**src/rtl/vedic_pkg.sv**
```systemverilog
// Shared constants and FSM encoding for the vedic multiplier datapath.
package vedic_pkg;

   localparam int DEF_PROD_W  = 64;
   localparam int DEF_GUARD_W = 8;
   localparam int DEF_ACC_W   = DEF_PROD_W + DEF_GUARD_W;
   localparam int DEF_CNT_W   = 16;

   typedef enum logic {
      ST_ACCUM = 1'b0,
      ST_HOLD  = 1'b1
   } acc_state_e;

endpackage

```
**src/rtl/vedic_product_acc_if.sv**
```systemverilog
// Product-in / result-out handshake bundle for vedic_product_acc.
interface vedic_product_acc_if
   import vedic_pkg::*;
#(
   parameter int PROD_W  = DEF_PROD_W,
   parameter int GUARD_W = DEF_GUARD_W,
   parameter int CNT_W   = DEF_CNT_W
);
   localparam int ACC_W = PROD_W + GUARD_W;

   logic              prod_valid;
   logic              prod_ready;
   logic [PROD_W-1:0] product;
   logic              prod_last;
   logic              acc_valid;
   logic              acc_ready;
   logic [ACC_W-1:0]  acc_sum;
   logic [CNT_W-1:0]  acc_count;
   logic              acc_ovf;

   // master: product source and result sink; slave: the accumulator
   modport master (
      output prod_valid, product, prod_last, acc_ready,
      input  prod_ready, acc_valid, acc_sum, acc_count, acc_ovf
   );

   modport slave (
      input  prod_valid, product, prod_last, acc_ready,
      output prod_ready, acc_valid, acc_sum, acc_count, acc_ovf
   );

endinterface

```
**src/rtl/acc_add.sv**
```systemverilog
// ACC_W-bit ripple-carry adder from half/full adder cells; carry-out feeds overflow.
module acc_add
   import vedic_pkg::*;
#(
   parameter int ACC_W = DEF_ACC_W
) (
   input  logic [ACC_W-1:0] a,
   input  logic [ACC_W-1:0] b,
   output logic [ACC_W-1:0] sum,
   output logic             cout
);
   logic [ACC_W:1] c;

   half_add u_ha (.a(a[0]), .b(b[0]), .s(sum[0]), .co(c[1]));

   for (genvar i = 1; i < ACC_W; i++) begin : g_fa
      full_add u_fa (.a(a[i]), .b(b[i]), .ci(c[i]), .s(sum[i]), .co(c[i+1]));
   end

   assign cout = c[ACC_W];
endmodule

```
**src/rtl/full_add.sv**
```systemverilog
// One-bit full adder cell.
module full_add (
   input  logic a,
   input  logic b,
   input  logic ci,
   output logic s,
   output logic co
);
   assign s  = a ^ b ^ ci;
   assign co = (a & b) | (ci & (a ^ b));
endmodule

```
**src/rtl/half_add.sv**
```systemverilog
// One-bit half adder cell.
module half_add (
   input  logic a,
   input  logic b,
   output logic s,
   output logic co
);
   assign s  = a ^ b;
   assign co = a & b;
endmodule

```
**src/rtl/vedic_product_acc.sv**
```systemverilog
// Streaming frame accumulator for vedic_32x32 products: registered valid/ready
// input, guarded sum with sticky overflow, saturating term count, held result.
module vedic_product_acc
   import vedic_pkg::*;
#(
   parameter int PROD_W  = DEF_PROD_W,
   parameter int GUARD_W = DEF_GUARD_W,
   parameter int CNT_W   = DEF_CNT_W
) (
   input  logic                clk,
   input  logic                rst_n,
   input  logic                acc_clear,
   vedic_product_acc_if.slave  bus
);
   localparam int ACC_W = PROD_W + GUARD_W;

   acc_state_e       state, state_next;
   logic [ACC_W-1:0] acc, acc_next, add_sum, sum_q;
   logic [CNT_W-1:0] cnt, cnt_next, cnt_q;
   logic             ovf, ovf_next, ovf_q;
   logic             add_cout, ready_q, load_out, hs;

   acc_add #(.ACC_W(ACC_W)) u_add (
      .a    (acc),
      .b    ({{GUARD_W{1'b0}}, bus.product}),
      .sum  (add_sum),
      .cout (add_cout)
   );

   assign hs = bus.prod_valid & ready_q;

   // NOTE: every signal gets a default first, so no path leaves one unassigned and no latch is inferred.
   always_comb begin
      state_next = state;
      acc_next   = acc;
      cnt_next   = cnt;
      ovf_next   = ovf;
      load_out   = 1'b0;
      if (acc_clear) begin
         state_next = ST_ACCUM;
         acc_next   = '0;
         cnt_next   = '0;
         ovf_next   = 1'b0;
      end else begin
         case (state)
            ST_ACCUM: begin
               if (hs) begin
                  acc_next = add_sum;
                  cnt_next = (&cnt) ? cnt : cnt + 1'b1;
                  ovf_next = ovf | add_cout;
                  if (bus.prod_last) begin
                     state_next = ST_HOLD;
                     load_out   = 1'b1;
                  end
               end
            end
            ST_HOLD: begin
               if (bus.acc_ready) begin
                  state_next = ST_ACCUM;
                  acc_next   = '0;
                  cnt_next   = '0;
                  ovf_next   = 1'b0;
               end
            end
            default: state_next = ST_ACCUM;
         endcase
      end
   end

   // NOTE: non-blocking assignments so every register samples pre-edge values together.
   always_ff @(posedge clk or negedge rst_n) begin
      if (!rst_n) begin
         state   <= ST_ACCUM;
         acc     <= '0;
         cnt     <= '0;
         ovf     <= 1'b0;
         ready_q <= 1'b0;
         sum_q   <= '0;
         cnt_q   <= '0;
         ovf_q   <= 1'b0;
      end else begin
         state   <= state_next;
         acc     <= acc_next;
         cnt     <= cnt_next;
         ovf     <= ovf_next;
         // ready is a registered copy of "next state is ACCUM", low through reset
         ready_q <= (state_next == ST_ACCUM);
         if (acc_clear) begin
            sum_q <= '0;
            cnt_q <= '0;
            ovf_q <= 1'b0;
         end else if (load_out) begin
            sum_q <= acc_next;
            cnt_q <= cnt_next;
            ovf_q <= ovf_next;
         end
      end
   end

   assign bus.prod_ready = ready_q;
   assign bus.acc_valid  = (state == ST_HOLD);
   assign bus.acc_sum    = sum_q;
   assign bus.acc_count  = cnt_q;
   assign bus.acc_ovf    = ovf_q;

endmodule
```
**src/flat_wrapper.sv**
```systemverilog
// flat-port wrapper written by rule: the top's interface ports become plain ports
module vedic_product_acc_flat import vedic_pkg::*;
#(
   parameter int PROD_W  = DEF_PROD_W,
   parameter int GUARD_W = DEF_GUARD_W,
   parameter int CNT_W   = DEF_CNT_W
)
  (clk, rst_n, acc_clear, bus_prod_valid, bus_product, bus_prod_last, bus_acc_ready, bus_prod_ready, bus_acc_valid, bus_acc_sum, bus_acc_count, bus_acc_ovf);
  vedic_product_acc_if #(.PROD_W(PROD_W), .GUARD_W(GUARD_W), .CNT_W(CNT_W)) bus_i ();
  input  logic clk;
  input  logic rst_n;
  input  logic acc_clear;
  input wire logic [$bits(bus_i.prod_valid)-1:0] bus_prod_valid;
  input wire logic [$bits(bus_i.product)-1:0] bus_product;
  input wire logic [$bits(bus_i.prod_last)-1:0] bus_prod_last;
  input wire logic [$bits(bus_i.acc_ready)-1:0] bus_acc_ready;
  output wire logic [$bits(bus_i.prod_ready)-1:0] bus_prod_ready;
  output wire logic [$bits(bus_i.acc_valid)-1:0] bus_acc_valid;
  output wire logic [$bits(bus_i.acc_sum)-1:0] bus_acc_sum;
  output wire logic [$bits(bus_i.acc_count)-1:0] bus_acc_count;
  output wire logic [$bits(bus_i.acc_ovf)-1:0] bus_acc_ovf;
  assign bus_i.prod_valid = bus_prod_valid;
  assign bus_i.product = bus_product;
  assign bus_i.prod_last = bus_prod_last;
  assign bus_i.acc_ready = bus_acc_ready;
  assign bus_prod_ready = bus_i.prod_ready;
  assign bus_acc_valid = bus_i.acc_valid;
  assign bus_acc_sum = bus_i.acc_sum;
  assign bus_acc_count = bus_i.acc_count;
  assign bus_acc_ovf = bus_i.acc_ovf;
  vedic_product_acc #(.PROD_W(PROD_W), .GUARD_W(GUARD_W), .CNT_W(CNT_W)) u_core (.clk(clk), .rst_n(rst_n), .acc_clear(acc_clear), .bus(bus_i));
endmodule
```
**config.mk**
```make
export PLATFORM = sky130hd
export DESIGN_NAME = vedic_product_acc_flat
export DESIGN_NICKNAME = d
export VERILOG_FILES = /design/src/rtl/vedic_pkg.sv /design/src/rtl/vedic_product_acc_if.sv /design/src/rtl/acc_add.sv /design/src/rtl/full_add.sv /design/src/rtl/half_add.sv /design/src/rtl/vedic_product_acc.sv /design/src/flat_wrapper.sv
export SDC_FILE = /design/constraint.sdc
export NUM_CORES = 1
export LEC_CHECK = 0
export ABC_AREA = 1
export CAP_MARGIN = 20
export CORE_MARGIN = 2
export CORE_UTILIZATION = 40
export CTS_CLUSTER_SIZE = 30
export DETAILED_ROUTE_END_ITERATION = 10
export PLACE_DENSITY = 0.68
export SYNTH_ARGS = -nofsm -noshare
export SYNTH_HDL_FRONTEND = slang
export SYNTH_HIERARCHICAL = 1
export SYNTH_SLANG_ARGS = --single-unit
```
**constraint.sdc**
```tcl
create_clock -name clk -period 26.6 [get_ports clk]
set_clock_uncertainty 0.2 [all_clocks]
set_input_delay 6.65 -clock clk [delete_from_list [all_inputs] [get_ports clk]]
set_output_delay 6.65 -clock clk [all_outputs]
set_load 0.03 [all_outputs]
```
Yosys cells after proc, flatten, opt, wreduce, memory -nomap -nowiden
Cells that the tools add are included.
Widths: inputs -> output; s select.
- add/sub/neg operators: 1
- multiplexer cells: 26
- bitwise logic cells: 337
- reductions and logical operators: 2
- operators with widths (operator ; number):
    $mux 72 ; 5
    $pmux 72 s2 ; 1
    $and 1x1->1 ; 136
    $xor 1x1->1 ; 135
    $mux 16 ; 6
    $or 1x1->1 ; 64
    $pmux 16 s2 ; 1
    $add 16x1->16 const B ; 1
    $reduce_and 16->1 ; 1
    $mux 1 ; 11
    $pmux 1 s2 ; 2
    $not 1->1 ; 2
    $reduce_bool 2->1 ; 1
- bits in registers: 180
- input port bits: 70
- output and inout bits: 91
- word-level logic and storage cells: 374

Depth between registers and ports, before layout
- word-level depth: 141
- gate-level depth with buffers: 75
- gate-level depth less buffers: 75

By module
The synthesis kept the hierarchy.
- by module, submodules not included (module ; instances ; cells an instance ; area each (µm²) ; sequential area each (µm²)):
    vedic_product_acc ; 1 ; 866 ; 8277.9 ; 4504.3
    full_add ; 71 ; 1 ; 20.0 ; 0.0
    half_add ; 1 ; 1 ; 12.5 ; 0.0

Worst setup path before layout
Ideal clock, no wire load.
- path kind: in2reg
- start: input bus_product[0]
- end: register u_core.ovf_q, in the netlist u_core/bus.acc_ovf
- setup time: 117 ps
- arrival time: 34101 ps
- data required time: 26283 ps
- setup slack: -7818 ps
- cell stages on the path: 75
- path buffers: 0
- cells stage by stage: ha_1 fa_1 fa_1 fa_1 fa_1 fa_1 fa_1 fa_1 fa_1 fa_1 fa_1 fa_1 fa_1 fa_1 fa_1 fa_1 fa_1 fa_1 (+39 left out) fa_1 fa_1 fa_1 fa_1 fa_1 fa_1 fa_1 fa_1 fa_1 fa_1 fa_1 fa_1 fa_1 fa_1 fa_1 a32o_1 nand2_1 nand2_1
- word-level cells in the longest chain between the ends: 141
- ends and longest elaborated chain (item ; RTL line ; source):
    start, declared ; flat_wrapper.sv:14 ; input wire logic [$bits(bus_i.product)-1:0] bus_product;
    $and 1x1->1 ; half_add.sv:9 ; assign co = a & b;
    $and 1x1->1 ; full_add.sv:10 ; assign co = (a & b) | (ci & (a ^ b));
    $or 1x1->1 ; full_add.sv:10 ;
    via u_core.u_add.c (one bit) ; acc_add.sv:12 ; logic [ACC_W:1] c;
    $and 1x1->1 ; full_add.sv:10 ;
    $or 1x1->1 ; full_add.sv:10 ;
    via u_core.u_add.c (one bit) ; acc_add.sv:12 ;
    $and 1x1->1 ; full_add.sv:10 ;
    (+1 left out) ; - ;
    via u_core.u_add.c (one bit) ; acc_add.sv:12 ;
    (+2 left out) ; - ;
    via u_core.u_add.c (one bit) ; acc_add.sv:12 ;
    (+2 left out) ; - ;
    via u_core.u_add.c (one bit) ; acc_add.sv:12 ;
    (+2 left out) ; - ;
    via u_core.u_add.c (one bit) ; acc_add.sv:12 ;
    (+2 left out) ; - ;
    via u_core.u_add.c (one bit) ; acc_add.sv:12 ;
    (+2 left out) ; - ;
    via u_core.u_add.c (one bit) ; acc_add.sv:12 ;
    (+2 left out) ; - ;
    via u_core.u_add.c (one bit) ; acc_add.sv:12 ;
    (+2 left out) ; - ;
    via u_core.u_add.c (one bit) ; acc_add.sv:12 ;
    (+2 left out) ; - ;
    via u_core.u_add.c (one bit) ; acc_add.sv:12 ;
    (+2 left out) ; - ;
    via u_core.u_add.c (one bit) ; acc_add.sv:12 ;
    (+2 left out) ; - ;
    via u_core.u_add.c (one bit) ; acc_add.sv:12 ;
    (+2 left out) ; - ;
    via u_core.u_add.c (one bit) ; acc_add.sv:12 ;
    (+2 left out) ; - ;
    via u_core.u_add.c (one bit) ; acc_add.sv:12 ;
    (+2 left out) ; - ;
    via u_core.u_add.c (one bit) ; acc_add.sv:12 ;
    (+2 left out) ; - ;
    via u_core.u_add.c (one bit) ; acc_add.sv:12 ;
    (+2 left out) ; - ;
    via u_core.u_add.c (one bit) ; acc_add.sv:12 ;
    (+2 left out) ; - ;
    via u_core.u_add.c (one bit) ; acc_add.sv:12 ;
    (+2 left out) ; - ;
    via u_core.u_add.c (one bit) ; acc_add.sv:12 ;
    (+2 left out) ; - ;
    via u_core.u_add.c (one bit) ; acc_add.sv:12 ;
    (+2 left out) ; - ;
    via u_core.u_add.c (one bit) ; acc_add.sv:12 ;
    (+2 left out) ; - ;
    via u_core.u_add.c (one bit) ; acc_add.sv:12 ;
    (+2 left out) ; - ;
    via u_core.u_add.c (one bit) ; acc_add.sv:12 ;
    (+2 left out) ; - ;
    via u_core.u_add.c (one bit) ; acc_add.sv:12 ;
    (+2 left out) ; - ;
    via u_core.u_add.c (one bit) ; acc_add.sv:12 ;
    (+2 left out) ; - ;
    via u_core.u_add.c (one bit) ; acc_add.sv:12 ;
    (+2 left out) ; - ;
    via u_core.u_add.c (one bit) ; acc_add.sv:12 ;
    (+2 left out) ; - ;
    via u_core.u_add.c (one bit) ; acc_add.sv:12 ;
    (+2 left out) ; - ;
    via u_core.u_add.c (one bit) ; acc_add.sv:12 ;
    (+2 left out) ; - ;
    via u_core.u_add.c (one bit) ; acc_add.sv:12 ;
    (+2 left out) ; - ;
    via u_core.u_add.c (one bit) ; acc_add.sv:12 ;
    (+2 left out) ; - ;
    via u_core.u_add.c (one bit) ; acc_add.sv:12 ;
    (+2 left out) ; - ;
    via u_core.u_add.c (one bit) ; acc_add.sv:12 ;
    (+2 left out) ; - ;
    via u_core.u_add.c (one bit) ; acc_add.sv:12 ;
    (+2 left out) ; - ;
    via u_core.u_add.c (one bit) ; acc_add.sv:12 ;
    (+2 left out) ; - ;
    via u_core.u_add.c (one bit) ; acc_add.sv:12 ;
    (+2 left out) ; - ;
    via u_core.u_add.c (one bit) ; acc_add.sv:12 ;
    (+2 left out) ; - ;
    via u_core.u_add.c (one bit) ; acc_add.sv:12 ;
    (+2 left out) ; - ;
    via u_core.u_add.c (one bit) ; acc_add.sv:12 ;
    (+2 left out) ; - ;
    via u_core.u_add.c (one bit) ; acc_add.sv:12 ;
    (+2 left out) ; - ;
    via u_core.u_add.c (one bit) ; acc_add.sv:12 ;
    (+2 left out) ; - ;
    via u_core.u_add.c (one bit) ; acc_add.sv:12 ;
    (+2 left out) ; - ;
    via u_core.u_add.c (one bit) ; acc_add.sv:12 ;
    (+2 left out) ; - ;
    via u_core.u_add.c (one bit) ; acc_add.sv:12 ;
    (+2 left out) ; - ;
    via u_core.u_add.c (one bit) ; acc_add.sv:12 ;
    (+2 left out) ; - ;
    via u_core.u_add.c (one bit) ; acc_add.sv:12 ;
    (+2 left out) ; - ;
    via u_core.u_add.c (one bit) ; acc_add.sv:12 ;
    (+2 left out) ; - ;
    via u_core.u_add.c (one bit) ; acc_add.sv:12 ;
    (+2 left out) ; - ;
    via u_core.u_add.c (one bit) ; acc_add.sv:12 ;
    (+2 left out) ; - ;
    via u_core.u_add.c (one bit) ; acc_add.sv:12 ;
    (+2 left out) ; - ;
    via u_core.u_add.c (one bit) ; acc_add.sv:12 ;
    (+2 left out) ; - ;
    via u_core.u_add.c (one bit) ; acc_add.sv:12 ;
    (+2 left out) ; - ;
    via u_core.u_add.c (one bit) ; acc_add.sv:12 ;
    (+2 left out) ; - ;
    via u_core.u_add.c (one bit) ; acc_add.sv:12 ;
    (+2 left out) ; - ;
    via u_core.u_add.c (one bit) ; acc_add.sv:12 ;
    (+2 left out) ; - ;
    via u_core.u_add.c (one bit) ; acc_add.sv:12 ;
    (+2 left out) ; - ;
    via u_core.u_add.c (one bit) ; acc_add.sv:12 ;
    (+2 left out) ; - ;
    via u_core.u_add.c (one bit) ; acc_add.sv:12 ;
    (+2 left out) ; - ;
    via u_core.u_add.c (one bit) ; acc_add.sv:12 ;
    (+2 left out) ; - ;
    via u_core.u_add.c (one bit) ; acc_add.sv:12 ;
    (+2 left out) ; - ;
    via u_core.u_add.c (one bit) ; acc_add.sv:12 ;
    (+2 left out) ; - ;
    via u_core.u_add.c (one bit) ; acc_add.sv:12 ;
    (+1 left out) ; - ;
    via u_core.u_add.c (one bit) ; acc_add.sv:12 ;
    (+1 left out) ; - ;
    via u_core.u_add.c (one bit) ; acc_add.sv:12 ;
    (+1 left out) ; - ;
    via u_core.u_add.c (one bit) ; acc_add.sv:12 ;
    (+1 left out) ; - ;
    via u_core.u_add.c (one bit) ; acc_add.sv:12 ;
    (+1 left out) ; - ;
    via u_core.u_add.c (one bit) ; acc_add.sv:12 ;
    (+1 left out) ; - ;
    via u_core.u_add.c (one bit) ; acc_add.sv:12 ;
    (+1 left out) ; - ;
    via u_core.u_add.c (one bit) ; acc_add.sv:12 ;
    (+1 left out) ; - ;
    via u_core.add_cout ; vedic_product_acc.sv:21 ; logic add_cout, ready_q, load_out, hs;
    $or 1x1->1 ; vedic_product_acc.sv:50 ; ovf_next = ovf | add_cout;
    $mux 1 ; vedic_product_acc.sv:47 ; if (hs) begin
    $pmux 1 s2 ; vedic_product_acc.sv:45 ; case (state)
    $mux 1 ; vedic_product_acc.sv:39 ; if (acc_clear) begin
    via u_core.ovf_next ; vedic_product_acc.sv:20 ; logic ovf, ovf_next, ovf_q;
    $mux 1 ; vedic_product_acc.sv:92 ; end else if (load_out) begin
    $mux 1 ; vedic_product_acc.sv:88 ; if (acc_clear) begin
    end signal, assigned ; vedic_product_acc.sv:95 ; ovf_q <= ovf_next;
    end, declared ; vedic_product_acc.sv:20 ;
The timed path passes the listed nets, and every way through them passes these cells. The select of a mux whose other input is x is not followed.
A chain may end at the register's enable or synchronous reset.

Worst setup path after layout
- start: input bus_product[0]
- end: register u_core.ovf_q, in the netlist u_core/bus.acc_ovf
- word-level cells in the longest chain between the ends: 141
- ends and longest elaborated chain (item ; RTL line):
    $and 1x1->1 ; half_add.sv:9
    via u_core.u_add.c (one bit) ; acc_add.sv:12
    $and 1x1->1 ; full_add.sv:10
    $or 1x1->1 ; full_add.sv:10
    via u_core.u_add.c (one bit) ; acc_add.sv:12
    $and 1x1->1 ; full_add.sv:10
    $or 1x1->1 ; full_add.sv:10
    via u_core.u_add.c (one bit) ; acc_add.sv:12
    (+2 left out) ; -
    via u_core.u_add.c (one bit) ; acc_add.sv:12
    (+2 left out) ; -
    via u_core.u_add.c (one bit) ; acc_add.sv:12
    (+2 left out) ; -
    via u_core.u_add.c (one bit) ; acc_add.sv:12
    (+2 left out) ; -
    via u_core.u_add.c (one bit) ; acc_add.sv:12
    (+2 left out) ; -
    via u_core.u_add.c (one bit) ; acc_add.sv:12
    (+2 left out) ; -
    via u_core.u_add.c (one bit) ; acc_add.sv:12
    (+2 left out) ; -
    via u_core.u_add.c (one bit) ; acc_add.sv:12
    (+2 left out) ; -
    via u_core.u_add.c (one bit) ; acc_add.sv:12
    (+2 left out) ; -
    via u_core.u_add.c (one bit) ; acc_add.sv:12
    (+2 left out) ; -
    via u_core.u_add.c (one bit) ; acc_add.sv:12
    (+2 left out) ; -
    via u_core.u_add.c (one bit) ; acc_add.sv:12
    (+2 left out) ; -
    via u_core.u_add.c (one bit) ; acc_add.sv:12
    (+2 left out) ; -
    via u_core.u_add.c (one bit) ; acc_add.sv:12
    (+2 left out) ; -
    via u_core.u_add.c (one bit) ; acc_add.sv:12
    (+2 left out) ; -
    via u_core.u_add.c (one bit) ; acc_add.sv:12
    (+2 left out) ; -
    via u_core.u_add.c (one bit) ; acc_add.sv:12
    (+2 left out) ; -
    via u_core.u_add.c (one bit) ; acc_add.sv:12
    (+2 left out) ; -
    via u_core.u_add.c (one bit) ; acc_add.sv:12
    (+2 left out) ; -
    via u_core.u_add.c (one bit) ; acc_add.sv:12
    (+2 left out) ; -
    via u_core.u_add.c (one bit) ; acc_add.sv:12
    (+2 left out) ; -
    via u_core.u_add.c (one bit) ; acc_add.sv:12
    (+2 left out) ; -
    via u_core.u_add.c (one bit) ; acc_add.sv:12
    (+2 left out) ; -
    via u_core.u_add.c (one bit) ; acc_add.sv:12
    (+2 left out) ; -
    via u_core.u_add.c (one bit) ; acc_add.sv:12
    (+2 left out) ; -
    via u_core.u_add.c (one bit) ; acc_add.sv:12
    (+2 left out) ; -
    via u_core.u_add.c (one bit) ; acc_add.sv:12
    (+2 left out) ; -
    via u_core.u_add.c (one bit) ; acc_add.sv:12
    (+2 left out) ; -
    via u_core.u_add.c (one bit) ; acc_add.sv:12
    (+2 left out) ; -
    via u_core.u_add.c (one bit) ; acc_add.sv:12
    (+2 left out) ; -
    via u_core.u_add.c (one bit) ; acc_add.sv:12
    (+2 left out) ; -
    via u_core.u_add.c (one bit) ; acc_add.sv:12
    (+2 left out) ; -
    via u_core.u_add.c (one bit) ; acc_add.sv:12
    (+2 left out) ; -
    via u_core.u_add.c (one bit) ; acc_add.sv:12
    (+2 left out) ; -
    via u_core.u_add.c (one bit) ; acc_add.sv:12
    (+2 left out) ; -
    via u_core.u_add.c (one bit) ; acc_add.sv:12
    (+2 left out) ; -
    via u_core.u_add.c (one bit) ; acc_add.sv:12
    (+2 left out) ; -
    via u_core.u_add.c (one bit) ; acc_add.sv:12
    (+2 left out) ; -
    via u_core.u_add.c (one bit) ; acc_add.sv:12
    (+2 left out) ; -
    via u_core.u_add.c (one bit) ; acc_add.sv:12
    (+2 left out) ; -
    via u_core.u_add.c (one bit) ; acc_add.sv:12
    (+2 left out) ; -
    via u_core.u_add.c (one bit) ; acc_add.sv:12
    (+2 left out) ; -
    via u_core.u_add.c (one bit) ; acc_add.sv:12
    (+2 left out) ; -
    via u_core.u_add.c (one bit) ; acc_add.sv:12
    (+2 left out) ; -
    via u_core.u_add.c (one bit) ; acc_add.sv:12
    (+2 left out) ; -
    via u_core.u_add.c (one bit) ; acc_add.sv:12
    (+2 left out) ; -
    via u_core.u_add.c (one bit) ; acc_add.sv:12
    (+2 left out) ; -
    via u_core.u_add.c (one bit) ; acc_add.sv:12
    (+2 left out) ; -
    via u_core.u_add.c (one bit) ; acc_add.sv:12
    (+2 left out) ; -
    via u_core.u_add.c (one bit) ; acc_add.sv:12
    (+2 left out) ; -
    via u_core.u_add.c (one bit) ; acc_add.sv:12
    (+2 left out) ; -
    via u_core.u_add.c (one bit) ; acc_add.sv:12
    (+2 left out) ; -
    via u_core.u_add.c (one bit) ; acc_add.sv:12
    (+2 left out) ; -
    via u_core.u_add.c (one bit) ; acc_add.sv:12
    (+2 left out) ; -
    via u_core.u_add.c (one bit) ; acc_add.sv:12
    (+2 left out) ; -
    via u_core.u_add.c (one bit) ; acc_add.sv:12
    (+2 left out) ; -
    via u_core.u_add.c (one bit) ; acc_add.sv:12
    (+2 left out) ; -
    via u_core.u_add.c (one bit) ; acc_add.sv:12
    (+2 left out) ; -
    via u_core.u_add.c (one bit) ; acc_add.sv:12
    (+2 left out) ; -
    via u_core.u_add.c (one bit) ; acc_add.sv:12
    (+2 left out) ; -
    via u_core.u_add.c (one bit) ; acc_add.sv:12
    (+2 left out) ; -
    via u_core.u_add.c (one bit) ; acc_add.sv:12
    (+1 left out) ; -
    via u_core.u_add.c (one bit) ; acc_add.sv:12
    (+1 left out) ; -
    via u_core.u_add.c (one bit) ; acc_add.sv:12
    (+1 left out) ; -
    via u_core.u_add.c (one bit) ; acc_add.sv:12
    (+1 left out) ; -
    via u_core.u_add.c (one bit) ; acc_add.sv:12
    (+1 left out) ; -
    via u_core.u_add.c (one bit) ; acc_add.sv:12
    (+1 left out) ; -
    via u_core.u_add.c (one bit) ; acc_add.sv:12
    (+1 left out) ; -
    via u_core.u_add.c (one bit) ; acc_add.sv:12
    (+1 left out) ; -
    via u_core.add_cout ; vedic_product_acc.sv:21
    $or 1x1->1 ; vedic_product_acc.sv:50
    $mux 1 ; vedic_product_acc.sv:47
    $pmux 1 s2 ; vedic_product_acc.sv:45
    $mux 1 ; vedic_product_acc.sv:39
    via u_core.ovf_next ; vedic_product_acc.sv:20
    $mux 1 ; vedic_product_acc.sv:92
    $mux 1 ; vedic_product_acc.sv:88
The timed path passes the listed nets, and every way through them passes these cells. The select of a mux whose other input is x is not followed.

==> summary.md <==
| Metric | Value |
|---|---|
| Pint | 540 uW |
| Gpl congestion | 0.840 |
| CTS tree | built |
| Most frequent cells in the layout | 180 x dfrtp_1, 165 x nand2_1, 157 x clkdlybuf4s50_1, 127 x nor2_1, 94 x inv_1 |
| Final setup fails | 34 |
| Share of cells above drive strength 1 | 0.244 |
| Peak supply drop | 0.0368 mV |
| Setup ws final | -5400 ps |
| DR WL/cell | 15.0 um |
| Hold crit path type | flip-flop to flip-flop |
| PwrDens | 66.0 nW/um2 |
| Syn-to-layout area delta | 26.6% |
| Final period util | 1.20 |
| CTS sink cnt | 180 |
| Clock share of power | 0.317 |
| Port Buf Inserts | 160 |
| Final Hold Vio Count | 0 |
| M1 WL | 10.0 mm |
| Top sig layer | met5 |
| IO Count | 161 |
| Multi-input gate area | 4780 um2 |
| CTS max path bufs | 2 |
| Setup TNS | -97360 ps |
| Fin util | 0.510 |
| Iter 0 DRT Violations | 369 |
| Critical path's slowest cell | fa_2 |
| Via count | 6813 |
| CP Max Fanout | 2 |
| CP Launch Type | input pin |
| Slowest stage delay, CP | 390 ps |
| Root buf cell | clkbuf_16 |
| Setup CP Type | input pin to flip-flop |
| Combinational power share | 0.279 |
| Vias in the first global route | 6914 |
| Syn Std Cell Area | 9710 um2 |
| Post-CTS setup buffers | 0 |
| Filler cells | 2250 |
| FP Rows | 57 |
| CP Capture Type | flip-flop |
| Initial DRT Pass Iterations | 5 |
| Die area | 25500 um2 |
| Failing checks | setup timing |
| Register bit total from synthesis | 180 |
| Overall routing resource usage | 0.176 |
| Share of power burned in registers | 0.404 |
| Worst endpoint data arrival time | 32110 ps |
| Synth unique cells | 36 |
| Routed WL | 21.3 mm |
| CP dominant cell by count | fa_2 |
| Post-route ant nets | 0 |
| Initial Util | 0.403 |
| Net Sw Frac | 0.335 |
| Pin count of the biggest net entering global routing | 113 |
| Final net count | 1228 |
| RSZ-0062 raised after global routing | yes |
| Most common cell after layout, fill and taps aside | dfrtp_1 |
| Gr ovfl total | 0 |
| Die Wd | 160 um |
| Max-cap violations | 0 |
| LEAKAGE | 0.00563 uW |
| Max-slew violations | 0 |
| NetSw | 272 uW |
| CTS Hold Bufs | 0 |
| Tmin final | 32000 ps |
| Cell count after synthesis | 938 |
| Initial antenna violation count | 1 |
| Register area | 4500 um2 |
| Min-Delay Path Depth | 2 |
| Max-slew headroom | 0.354 |
| Yosys warns | 6 |
| Clk Latency, worst-skew pair | 420 ps |
| Sequential-to-total area share from yosys stat | 0.464 |
| Achievable Freq | 0.0313 GHz |
| # DRC | 0 |
| Routed vias/inst | 4.79 |
| Avg Inst Size Synth | 10.4 um2 |
| WL met3 | 1.06 mm |
| H-tree levels | 4 |
| First-pass GRT wire length | 36.1 mm |
| Worst Tran Pin Value | 969 ps |
| Critical Path RT | 26720 ps |
| Core Region | 24100 um2 |
| Detail Placement HPWL | 14.6 mm |
| FF-to-FF path depth | 75 |
| WHS | 281 ps |
| Met2 WL | 9.97 mm |
| Worst-path clk slew | 70 ps |
| Status | complete, but fails checks |
| Chip height | 160 um |
| Num CTS Buffers | 17 |
==> worst paths after layout <==
check	from	slack (ps)	endpoint
min in group asynchronous	rst_n	6090	u_core/bus.acc_sum[32]$_DFFE_PN0P_
hold / removal	u_core/bus.acc_sum[3]$_DFFE_PN0P_	280	u_core/bus.acc_sum[3]$_DFFE_PN0P_
setup / recovery	bus_product[0]	-5400	u_core/bus.acc_ovf$_DFFE_PN0P_
hold reg to reg	u_core/bus.acc_sum[3]$_DFFE_PN0P_	280	u_core/bus.acc_sum[3]$_DFFE_PN0P_
setup reg to reg	u_core/acc[0]$_DFF_PN0_	490	u_core/bus.acc_ovf$_DFFE_PN0P_
max in group asynchronous	rst_n	18700	u_core/acc[27]$_DFF_PN0_
==> cells in the mapped netlist <==
cell type	count	area, um2
a21boi_2	1	11.3
a21oi_1	1	5.00
a21oi_2	1	8.76
a32o_1	1	10.0
and2_1	1	6.26
and3_1	1	6.26
buf_12	4	80.1
buf_2	21	105
buf_4	7	52.6
buf_6	2	22.5
buf_8	1	15.0
clkbuf_1	5	18.8
clkbuf_2	5	25.0
conb_1	1	3.75
dfrtp_1	180	4500
fa_1	71	1420
ha_1	2	25.0
inv_1	94	353
inv_2	2	7.51
inv_4	1	6.26
nand2_1	165	619
nand2_4	1	11.3
nand3_1	12	60.1
nand3b_1	1	7.51
nand4_1	12	75.1
nor2_1	127	477
nor2_2	5	31.3
nor2_4	47	529
nor2_8	1	20.0
nor3_1	2	10.0
o211ai_1	1	7.51
o21ai_0	58	290
o21ai_1	6	30.0
o21ai_2	94	823
or2_2	1	6.26
xor2_1	3	26.3
==> power by group through the flow <==
stage          clock network, uW  registers (uW)  logic, uW
6_report                     257             328        227
5_1_grt                      274             333        251
4_1_cts                      264             329        229
3_5_place_dp                   0             334        227
3_3_place_gp                   0             333        222
2_1_floorplan                  0             363        118
==> cells by family after synthesis <==
family          synth area share
other cells             0.000386
buf+inv                   0.0706
compound gates             0.122
fa+ha+maj                  0.149
simple gates               0.191
flops                      0.464
xor+xnor                 0.00271
==> final cells by class <==
| cell class | count | area share |
|---|---|---|
| Inverter | 97 | 0.0304 |
| Clock buffer | 19 | 0.0360 |
| Antenna cell | 1 | 0.000203 |
| Timing Repair Buffer | 166 | 0.134 |
| Clock inverter | 13 | 0.0120 |
| Tap cell | 324 | 0.0330 |
| Multi-Input combinational cell | 623 | 0.388 |
| Sequential cell | 180 | 0.366 |
==> flip-flops by register name, summed over array words and instances, names as in the netlist <==
| name | count |
|---|---|
| u_core/bus.acc_count | 16 |
| u_core/cnt | 16 |
| u_core/ovf | 1 |
| u_core/bus.prod_ready | 1 |
| u_core/bus.acc_sum | 72 |
| u_core/acc | 72 |
| u_core/bus.acc_valid | 1 |
| u_core/bus.acc_ovf | 1 |
==> metrics by stage <==
stage | total power (uW) | worst slack, ps | cell area [um2] | std cells
floorplan | 481 | -2190 | 9930 | 945
global placement | 555 | -6060 | 11700 | 1390
detailed placement | 560 | -6250 | 11700 | 1390
CTS | 822 | -5410 | 12300 | 1422
global route | 857 | -5890 | 12300 | 1422
finish | 812 | -5400 | 12300 | 1423
==> critical path: cells and delay by family <==
kind	cells	cell delay, ps
adders and majority gates	72	24940
AOI/OAI and AO/OA	1	280
and+or+nand+nor	2	120
buffers and inverters	1	90
==> per-layer routing <==
layer,vias up,track usage
met5,-,0
met4,2,0.0467
met3,19,0.0358
met2,169,0.273
met1,3376,0.255
li1,3247,-
==> timing repair <==
item | 4_1_cts | 5_1_grt
gates resized for setup | 12 | 4
pin swaps | 5 | 3
setup endpoints to repair | 36 | 36
Power figures use the tool's default switching activity.
